File: config.mk
export PLATFORM = sky130hd
export DESIGN_NAME = line_track_ctrl
export DESIGN_NICKNAME = d
export VERILOG_FILES = /design/src/rtl/line_track_ctrl.sv
export SDC_FILE = /design/constraint.sdc
export NUM_CORES = 1
export LEC_CHECK = 0
export CAP_MARGIN = 20
export CORE_MARGIN = 2
export CORE_UTILIZATION = 60
export CTS_CLUSTER_DIAMETER = 60
export DETAILED_ROUTE_END_ITERATION = 8
export PLACE_DENSITY = 0.84
export SLEW_MARGIN = 20
export SYNTH_ARGS = -nofsm -noshare
export SYNTH_HDL_FRONTEND = slang
export SYNTH_SLANG_ARGS = --single-unit
File: constraint.sdc
create_clock -name clk -period 3.6 [get_ports clk]
set_input_delay 0.72 -clock clk [delete_from_list [all_inputs] [get_ports clk]]
set_output_delay 0.72 -clock clk [all_outputs]
set_load 0.02 [all_outputs]
File: src/rtl/line_track_ctrl.sv
// Line-tracking front end: per-channel sync + debounce of N optical sensors,
// decoded into a registered steering command with a stuck-in-turn timeout.

module line_track_chan #(
   parameter int DEBOUNCE_CNT = 12_500_000,
   parameter int CNT_W        = 26
) (
   input  logic clk,
   input  logic rst,
   input  logic det,
   output logic stable,
   output logic hit
);
   localparam logic [CNT_W-1:0] DB_MAX = CNT_W'(DEBOUNCE_CNT - 1);

   logic [CNT_W-1:0] cnt;

   assign hit = (det != stable) && (cnt == DB_MAX);

   always_ff @(posedge clk) begin
      if (rst) begin
         stable <= 1'b0;
         cnt    <= '0;
      end else if (det == stable) begin
         cnt <= '0;
      end else if (hit) begin
         stable <= det;
         cnt    <= '0;
      end else begin
         cnt <= cnt + 1'b1;
      end
   end
endmodule

module line_track_ctrl #(
   parameter int NUM_SENSORS  = 4,
   parameter int DEBOUNCE_CNT = 12_500_000,
   parameter int TIMEOUT_CNT  = 50_000_000,
   parameter int ACTIVE_LOW   = 1,
   parameter int CNT_W        = 26
) (
   input  logic                   clk,
   input  logic                   rst,
   input  logic                   enable,
   input  logic [NUM_SENSORS-1:0] sens_in,
   output logic [NUM_SENSORS-1:0] stable,
   output logic                   sens_change,
   output logic [1:0]             dir,
   output logic                   fault,
   output logic [2:0]             state
);
   typedef enum logic [2:0] {
      S_IDLE   = 3'd0,
      S_FWD    = 3'd1,
      S_VEER_L = 3'd2,
      S_VEER_R = 3'd3,
      S_HALT   = 3'd4,
      S_FAULT  = 3'd5
   } state_t;

   localparam logic             IDLE_LVL = (ACTIVE_LOW != 0);
   localparam logic [CNT_W-1:0] TO_MAX   = CNT_W'(TIMEOUT_CNT - 1);

   logic [NUM_SENSORS-1:0] sync1, sync2, det, hit;
   logic [CNT_W-1:0]       tcnt;
   logic                   l_side, r_side;
   state_t                 cur, nxt;

   always_ff @(posedge clk) begin
      if (rst) begin
         sync1 <= {NUM_SENSORS{IDLE_LVL}};
         sync2 <= {NUM_SENSORS{IDLE_LVL}};
      end else begin
         sync1 <= sens_in;
         sync2 <= sync1;
      end
   end

   assign det = IDLE_LVL ? ~sync2 : sync2;

   for (genvar i = 0; i < NUM_SENSORS; i++) begin : g_chan
      line_track_chan #(
         .DEBOUNCE_CNT (DEBOUNCE_CNT),
         .CNT_W        (CNT_W)
      ) u_chan (
         .clk    (clk),
         .rst    (rst),
         .det    (det[i]),
         .stable (stable[i]),
         .hit    (hit[i])
      );
   end

   // Odd channels sit on the left of the tape, even channels on the right.
   always_comb begin
      l_side = 1'b0;
      r_side = 1'b0;
      for (int i = 0; i < NUM_SENSORS; i++) begin
         if (i % 2 == 1) l_side = l_side | stable[i];
         else            r_side = r_side | stable[i];
      end
   end

   always_comb begin
      nxt = cur;
      if (!enable)                nxt = S_IDLE;
      else if (cur == S_FAULT)    nxt = S_FAULT;
      else if (cur == S_IDLE)     nxt = S_FWD;
      else if (l_side && r_side)  nxt = S_HALT;
      else if (cur == S_HALT)     nxt = S_HALT;   // HALT holds until both sides clear
      else if (l_side)            nxt = S_VEER_L;
      else if (r_side)            nxt = S_VEER_R;
      else                        nxt = S_FWD;
      if (enable && (cur == S_VEER_L || cur == S_VEER_R) && nxt == cur && tcnt == TO_MAX)
         nxt = S_FAULT;
      if (enable && cur == S_HALT && !l_side && !r_side)
         nxt = S_FWD;
   end

   function automatic logic [1:0] dir_of(input state_t s);
      case (s)
         S_FWD:    dir_of = 2'b00;
         S_VEER_L: dir_of = 2'b01;
         S_VEER_R: dir_of = 2'b10;
         default:  dir_of = 2'b11;
      endcase
   endfunction

   always_ff @(posedge clk) begin
      if (rst) begin
         cur         <= S_IDLE;
         dir         <= 2'b11;
         fault       <= 1'b0;
         tcnt        <= '0;
         sens_change <= 1'b0;
      end else begin
         cur         <= nxt;
         dir         <= dir_of(nxt);
         fault       <= (nxt == S_FAULT);
         sens_change <= |hit;
         if (nxt != cur)                           tcnt <= '0;
         else if (cur == S_VEER_L || cur == S_VEER_R) tcnt <= tcnt + 1'b1;
         else                                      tcnt <= '0;
      end
   end

   assign state = cur;
endmodule
==> results.txt <==
Startpoint types = input pin
Least-Margin Pin Slew = 1.09 ns
Effective utilization at floorplan = 61.7%
Worst setup EP type = flip-flop
Gr usage total = 23.9%
Clk pwr share = 52.7%
Ant. Diodes = 0
Final Max Slew Viols = 0
Total CTS buffers = 17
Slowest CP cell = clkdlybuf4s50_1
Critical Path RT = 3.96 ns
Top_reg_cell synth = dfxtp_1
Yosys top cell area share = 44.6%
Max Buffers Root-to-Sink = 2
Critical Path Max Stage Delay = 0.59 ns
Commonest cells post-synth = 149 x dfxtp_1, 130 x nor2_1, 73 x xnor2_1
Status = completed
Final cycle utilization of the critical path = 74.0%
Die area = 0.0120 mm²
Nets = 790
Synthesized flop and latch total = 149
Slew HR = 26.8%
Clock sinks = 149
Sw Share = 19.1%
Total global routing overflow = 0
Synth Cell Area = 0.00669 mm²
DR pass1 iterations = 5
RSZ-0062 raised after global routing = no
Htree depth = 4
Pint = 2.93 mW
FP Rows = 38
Max-cap violations = 0
Die Ht = 110 µm
Core Area = 0.0108 mm²
Register area share after synthesis = 44.6%
Critical path arrival = 3.03 ns
CTS resizes = 0
Total Routed Length = 13.5 mm
CTS tree = done
Pre-CTS setup slack = 0.496 ns
Vias = 5387
Post-synth cell types = 47
Setup Viol. Count Final = 0
Port Buffers = 17
Psw = 0.690 mW
Final setup skew = 0.00806 ns
Initial antenna violation count = 0
Post-DR vias/cell = 5.79
Logic pwr share = 1.4%
Net Count, Synth = 782
# hold bufs at CTS = 0
Filler cells = 797
Async S/R FF share, synth = 0%
Clk root buf = clkbuf_8
Critical path, cell by cell = clkdlybuf4s50_1 > or4b_1 > nor4_1 > nand3_1 > o211ai_2 > buf_4 > nor4_1
Warnings, synthesis = 0
HP Class = reg -> reg
Routed WL per cell = 14.5 µm
Initial DRC count = 277
Number of synthesized flops with an enable pin = 0
Maximum VDD drop = 0.424 mV
Share of post-route cells with drive strength above 1 = 5.82%
Number of global-route vias before repair = 5215
DRC errors left = 0
CP Class = in -> reg
Part of the power in registers = 45.9%
Antenna-violating nets left = 0
Sequential Area = 0.00298 mm²
Max Clk Rate = 0.375 GHz
Multi-input logic area = 0.00343 mm²
Layout area overhead = 12.5%
CTS clk-pin slew, worst paths = 0.06 ns
First-pass GRT wire length = 23.0 mm
Io pins = 18
Area leader, netlist = dfxtp_1
Synth area leaders = dfxtp_1 45%, xnor2_1 9.6%, nor2_1 7.3%, xor2_1 6.8%, nand3_1 4.0%
Skew-Pair Late Insertion Delay = 0.53 ns
Most common cell in the synthesized netlist = dfxtp_1
Pwr dens = 481 mW/mm²
Worst Setup Slack, final = 0.936 ns
Worst-path fanout max = 27
Die width = 110 µm
Final Hold Vio Count = 0
Setup tns final = 0 ns
Setup repair bufs after CTS = 0
DP HPWL = 8.75 mm
Avg Inst Size Synth = 8.69 µm²
Static leakage = 2.31 nW
Gp weighted congestion = 0.878
Pin count of the biggest net entering global routing = 29
Final min period = 2.66 ns
Critical path's most frequent cell = nor4_1
Syn Inst Count = 770
## cells by family after synthesis
kind of cell | count (synthesis) | share of synthesized area, %
AND/OR/NAND/NOR | 410 | 31.5
flip-flops | 149 | 44.6
XOR/XNOR | 125 | 16.4
buffers and inverters | 59 | 4.19
AO/OA/AOI/OAI | 19 | 2.02
adder cells (fa/ha/maj) | 5 | 0.935
multiplexers | 3 | 0.449
## routing by layer
metal | vias up | GRT usage, % | wire length [µm]
li1 | 2669 | - | -
met1 | 2574 | 30.0 | 6070
met2 | 127 | 40.4 | 6670
met3 | 17 | 5.39 | 601
met4 | 0 | 8.23 | 176
met5 | - | 0 | 0
## power by group through the flow
stage | Combinational (mW) | Clock (mW) | Sequential (mW)
after floorplan | 0.0334 | 0 | 1.70
after global placement | 0.0487 | 0 | 1.70
after detailed placement | 0.0504 | 0 | 1.70
after CTS | 0.0508 | 1.93 | 1.66
after global routing | 0.0558 | 2.00 | 1.66
final | 0.0510 | 1.91 | 1.66
## worst max-delay path: cells and delay by family
family,cells,cell delay [ns]
simple gates,4,1.19
buf+inv,2,0.91
compound gates,1,0.19
## per-stage QoR
| stage | cell area, µm² | hold slack (ns) | power [mW] | util [%] | cells |
|---|---|---|---|---|---|
| 6_report | 7520 | 0.415 | 3.62 | 69.4 | 931 |
| 5_1_grt | 7520 | 0.432 | 3.71 | 69.4 | 931 |
| 4_1_cts | 7520 | 0.413 | 3.64 | 69.4 | 931 |
| 3_5_place_dp | 6880 | 0.396 | 1.75 | 63.5 | 899 |
| 3_3_place_gp | 6880 | 0.394 | 1.75 | 63.5 | 899 |
| 2_1_floorplan | 6690 | 0.389 | 1.73 | - | 770 |
## worst paths after layout
check,slack [ns],cells after the start,end,from
min,0.41,1,sync2[0]$_SDFF_PP1_,sync1[0]$_SDFF_PP1_
min reg2reg,0.41,1,sync2[0]$_SDFF_PP1_,sync1[0]$_SDFF_PP1_
max reg2reg,0.95,5,g_chan[1].u_chan.cnt[19]$_SDFF_PP0_,g_chan[1].u_chan.cnt[6]$_SDFF_PP0_
max,0.94,7,tcnt[18]$_SDFF_PP0_,enable
## flip-flops by register name, indices dropped and copies added (netlist names), 2 cells and up
signal and flops:
g_chan.u_chan.cnt 104, tcnt 26, g_chan.u_chan.stable 4, sync1 4
sync2 4, state 3, dir 2
## cells in the final DEF, fill, tap and decap left out, types with 16 or more instances in the layout
master           instances
nand4_1                 33
xnor2_1                 73
nor4_1                  43
dfxtp_1                149
clkbuf_16               16
xor2_1                  52
nor2_1                 130
clkdlybuf4s50_1         17
nand2_1                 40
inv_1                   28
nor3_1                  36
and3_1                  19
nand3_1                 54
## layout make-up
| type | count | share of cell area, % |
|---|---|---|
| Multi-Input combinational cell | 562 | 45.6 |
| Sequential cell | 149 | 39.6 |
| Clock buffer | 24 | 6.25 |
| Tap cell | 140 | 2.33 |
| Inverter | 28 | 1.40 |
| Timing Repair Buffer | 20 | 2.56 |
| Clock inverter | 8 | 2.26 |
(Power assumes the default switching activity.)
